==> config.mk <==
export PLATFORM = sky130hd
export DESIGN_NAME = id_ex_stage
export DESIGN_NICKNAME = d
export VERILOG_FILES = /design/src/rtl/id_ex_stage.sv
export SDC_FILE = /design/constraint.sdc
export NUM_CORES = 1
export LEC_CHECK = 0
export ABC_CLOCK_PERIOD_IN_PS = 2500
export CORE_ASPECT_RATIO = 1.1
export CORE_MARGIN = 5
export CORE_UTILIZATION = 40
export DETAILED_ROUTE_END_ITERATION = 16
export HOLD_SLACK_MARGIN = 0.06
export PLACE_DENSITY_LB_ADDON = 0.1
export SYNTH_ARGS = -nofsm -noshare
export SYNTH_HDL_FRONTEND = slang
export SYNTH_SLANG_ARGS = --single-unit
export TNS_END_PERCENT = 20
==> constraint.sdc <==
create_clock -name clk -period 2.5 [get_ports clk]
set_input_delay 0.5 -clock clk [delete_from_list [all_inputs] [get_ports clk]]
set_output_delay 0.5 -clock clk [all_outputs]
set_load 0.1 [all_outputs]
==> src/rtl/id_ex_stage.sv <==
// ID/EX pipeline register with operand forwarding, load-use bubbles,
// back-pressure hold, flush squash and a saturating stall counter.
module id_ex_stage #(
   parameter int CTRL_W = 12,
   parameter int CNT_W  = 16
) (
   input  logic              clk,
   input  logic              reset,
   input  logic              id_valid,
   input  logic [4:0]        id_rs,
   input  logic [4:0]        id_rt,
   input  logic [4:0]        id_rd,
   input  logic              id_uses_rs,
   input  logic              id_uses_rt,
   input  logic [31:0]       id_read_rs,
   input  logic [31:0]       id_read_rt,
   input  logic [31:0]       id_imm,
   input  logic [CTRL_W-1:0] id_ctrl,
   input  logic              id_is_load,
   input  logic              id_we,
   input  logic [31:0]       ex_result,
   input  logic              mem_we,
   input  logic [4:0]        mem_rd,
   input  logic [31:0]       mem_result,
   input  logic              ex_ready,
   input  logic              flush,
   output logic              id_stall,
   output logic              ex_valid,
   output logic              ex_is_load,
   output logic              ex_we,
   output logic [4:0]        ex_rd,
   output logic [31:0]       ex_rs_val,
   output logic [31:0]       ex_rt_val,
   output logic [31:0]       ex_imm,
   output logic [CTRL_W-1:0] ex_ctrl,
   output logic [CNT_W-1:0]  stall_count
);

   logic        match_rs;
   logic        match_rt;
   logic        ex_fwd_ok;
   logic        luse;
   logic        adv;
   logic        bubble;
   logic [31:0] rs_sel;
   logic [31:0] rt_sel;

   assign match_rs = id_valid & id_uses_rs & (id_rs != 5'd0);
   assign match_rt = id_valid & id_uses_rt & (id_rt != 5'd0);

   assign luse = ex_valid & ex_is_load & ex_we &
                 ((match_rs & (ex_rd == id_rs)) |
                  (match_rt & (ex_rd == id_rt)));

   // A load in EX has no data yet; only ALU results may be forwarded.
   assign ex_fwd_ok = ex_valid & ex_we & ~ex_is_load;

   always_comb begin
      rs_sel = id_read_rs;
      if (id_rs == 5'd0)
         rs_sel = 32'd0;
      else if (ex_fwd_ok && ex_rd == id_rs)
         rs_sel = ex_result;
      else if (mem_we && mem_rd == id_rs)
         rs_sel = mem_result;
   end

   always_comb begin
      rt_sel = id_read_rt;
      if (id_rt == 5'd0)
         rt_sel = 32'd0;
      else if (ex_fwd_ok && ex_rd == id_rt)
         rt_sel = ex_result;
      else if (mem_we && mem_rd == id_rt)
         rt_sel = mem_result;
   end

   assign adv      = ex_ready;
   assign bubble   = flush | luse | ~id_valid;
   assign id_stall = ~flush & (~ex_ready | luse);

   always_ff @(posedge clk) begin
      if (reset) begin
         ex_valid   <= 1'b0;
         ex_is_load <= 1'b0;
         ex_we      <= 1'b0;
         ex_rd      <= 5'd0;
         ex_rs_val  <= 32'd0;
         ex_rt_val  <= 32'd0;
         ex_imm     <= 32'd0;
         ex_ctrl    <= '0;
      end else if (adv) begin
         if (bubble) begin
            ex_valid   <= 1'b0;
            ex_is_load <= 1'b0;
            ex_we      <= 1'b0;
            ex_rd      <= 5'd0;
            ex_rs_val  <= 32'd0;
            ex_rt_val  <= 32'd0;
            ex_imm     <= 32'd0;
            ex_ctrl    <= '0;
         end else begin
            ex_valid   <= 1'b1;
            ex_is_load <= id_is_load;
            ex_we      <= id_we;
            ex_rd      <= id_rd;
            ex_rs_val  <= rs_sel;
            ex_rt_val  <= rt_sel;
            ex_imm     <= id_imm;
            ex_ctrl    <= id_ctrl;
         end
      end
   end

   always_ff @(posedge clk) begin
      if (reset)
         stall_count <= '0;
      else if (id_stall && stall_count != {CNT_W{1'b1}})
         stall_count <= stall_count + 1'b1;
   end

endmodule

==> impl_metrics.ini <==
[outcome]
status = finished with violations
failed_checks = setup timing

[sta]
tns_ps = -39.80
setup_ws_ps = -39.80
period_share = 1.016
setup_violations = 1
fin_crit_ps = 2540
fmax_mhz = 393.7
slew_headroom = 0.5949
worst_pin_slew_ps = 607.6
rsz0062_at_grt = true
finalHoldViolCount = 0
maxSlewViolCount = 0
skew_ps = 9.157

[place]
dp_hpwl_mm = 17.89
dp_cells = 1253
gp_congestion = 0.8199
port-buffer-count = 334

[setup_path]
critPathRequiredTime_ps = 2000
cp-start-kind = input port
crit_arrival_ps = 2040
reg2reg_from = ex_rd[4]
r2r_end = stall_count[10]
worstSetupPathType = in -> out
crit_chain = clkdlybuf4s15_2 -> or4_4 -> nor2_4 -> nor4_2 -> o2111ai_2 -> a21oi_4 -> buf_12
crit_slowest_cell = or4_4
ff2ff_setup_slack_ps = 140
max_stage_delay_ps = 550
cp_max_fo = 3
endpoint_kind = output port
reg2reg_depth = 9

[detailed_routing]
wl_mm = 24.04
drcViolationCount = 0
wire_per_inst_um = 18.63
drt_first_pass_iters = 7
drtIter0Drc = 351
ant_nets = 0
via_count = 6947
avgViaCountPerCell = 5.385

[worst_hold_path]
hold_end = ex_rs_val[20]
whs_path_depth = 2
hold_class = reg -> reg
min_from = ex_rs_val[20]

[floorplan]
io_pins = 335
die_h_um = 142.9
die_w_um = 130.8
core-area_um2 = 15740
start_util = 0.4082
die_area_um2 = 18700
num_rows = 48

[layout]
layout_common_cells = 189 x clkdlybuf4s50_1, 169 x buf_4, 121 x dfxtp_1
n_fill_cell = 1318
multiInputGateArea_um2 = 3423
areaGrowthSynthToFinish_pct = 65.80
stdcell_count = 1290
final_common_cell = clkdlybuf4s50_1
layout-drive-gt1-share = 0.2305
sequential_cell_area_um2 = 2669
final_nets = 1279

[power]
powerDensity_nw_per_um2 = 565.6
ir_drop_uv = 460.7
leakage_uw = 0.004186

[clock_network]
clk_latency_ps = 420
cts_sinks = 132
tritoncts = yes
cts_buffer_depth = 2
cts_hold_buf = 0
root_buffer = clkbuf_16
htreeDepth = 4
cts-buffers-inserted = 17
clkSlewWorstSetupHoldPaths_ps = 60

[global_route]
antenna_found_initial = 0
grt_max_degree = 65
track_usage = 0.2454
first_global_vias = 6792
overflow = 0
grt_pass1_wl_mm = 36.00

[logic_synthesis]
synth.top_cell.area_share = 0.4114
ys_top_cells_by_area = dfxtp_1 41%, mux2i_1 10%, a22oi_1 6.0%, nor2_1 5.4%, a211o_1 4.4%
yosys_warnings = 0
synth_largest_area_cell = dfxtp_1
syn_area_um2 = 6424
synth.distinct_cells = 39
avgSynthCellArea_um2 = 8.634
syn_nets = 947
synthCells = 744
ys_ff_latch = 132
yosysSeqAreaShare = 0.4114

[flow_run]
maxCapViolCount = 0
[state kept, by name, summed over array words and instances (netlist names)]
name,count
ex_is_load,1
ex_rt_val,32
ex_imm,32
ex_rd,5
ex_valid,1
ex_rs_val,32
stall_count,16
ex_we,1
ex_ctrl,12
[where the power goes]
| group | leakage [uW] | total, uW | switching (uW) | internal, uW |
|---|---|---|---|---|
| Combinational | 0.00280 | 1170 | 670 | 503 |
| Sequential | 0.00108 | 2180 | 31.1 | 2150 |
| Clock | 0.000310 | 2670 | 985 | 1690 |
[through the flow]
| stage | hold WS, ps | util | instance area [um^2] | power (uW) | worst slack (ps) |
|---|---|---|---|---|---|
| after floorplan | 642.8 | - | 6461 | 2851 | -100.8 |
| after global placement | 449.5 | 0.6313 | 9933 | 3390 | -430.7 |
| after detailed placement | 455.3 | 0.6313 | 9933 | 3395 | -480.4 |
| after CTS | 463.1 | 0.6753 | 10630 | 6080 | -31.13 |
| after global routing | 473.4 | 0.6767 | 10650 | 6238 | -108.3 |
| final | 462.1 | 0.6768 | 10650 | 6024 | -39.80 |
[per-layer routing]
layer / vias to the layer above / GRT usage / wire length, um
met3: 30 / 0.06884 / 1858
met1: 3258 / 0.2863 / 9421
met2: 260 / 0.4300 / 12230
met5: - / 0 / 0
li1: 3399 / - / -
met4: 0 / 0.08338 / 528
[final cells by class]
type / instances / area share
antenna: 1 / 0.0002350
clock buffer: 18 / 0.04030
clock inverter: 14 / 0.01880
inverter: 35 / 0.01234
multi-input combinational: 506 / 0.3214
sequential: 132 / 0.2506
tap: 200 / 0.02350
timing repair buffer: 384 / 0.3328
[worst max-delay path: cells and delay by family]
family,cells,cell delay [ps]
and+or+nand+nor,3,730
AOI/OAI and AO/OA,2,420
buffers and inverters,2,390
[repair_timing]
action,CTS,global route
gates cloned,0,0
setup buffers,4,1
setup endpoints to repair,3,41
pin swaps,12,19
resized for setup,24,7
[cell usage after synthesis]
library cell	instances
nand2_1	73
or3_1	8
a211o_1	32
mux2i_1	65
nand3b_1	2
nor2b_1	2
nor4_1	4
inv_1	35
o2111ai_2	1
o32ai_1	32
buf_4	4
o21ai_1	1
nor3_1	1
dfxtp_1	132
a21o_1	1
buf_2	15
nor2_1	93
or4_1	5
a41o_1	1
o21ai_0	7
mux2_2	2
o2111ai_1	32
nand3_1	7
a211oi_1	1
clkbuf_1	48
ha_1	1
a21oi_1	45
buf_1	2
o31ai_1	4
and4_1	1
nor4b_1	1
xor2_1	10
nand4_1	4
or4b_2	1
xnor2_1	12
and3_1	5
buf_6	2
a22oi_1	51
and4b_1	1
[worst max path at each step]
| stage | startpoint | end | slack [ps] |
|---|---|---|---|
| 6_report | id_rt[2] | id_stall | -40 |
| 5_1_grt | ex_rd[2] | id_stall | -110 |
| 2_1_floorplan | ex_rd[0] | stall_count[12] | -100 |
| 3_3_place_gp | id_rs[0] | stall_count[15] | -430 |
| 3_5_place_dp | id_rs[2] | stall_count[15] | -480 |
| 4_1_cts | ex_rd[2] | id_stall | -30 |
[cell families after synthesis]
group / share of synthesized area
buffers and inverters: 0.06954
xor gates and xnor gates: 0.03000
and+or+nand+nor: 0.1397
muxes: 0.1048
DFF: 0.4114
AOI/OAI and AO/OA: 0.2427
adders and majority gates: 0.001947
No activity file was read; power rests on OpenSTA's default activity.
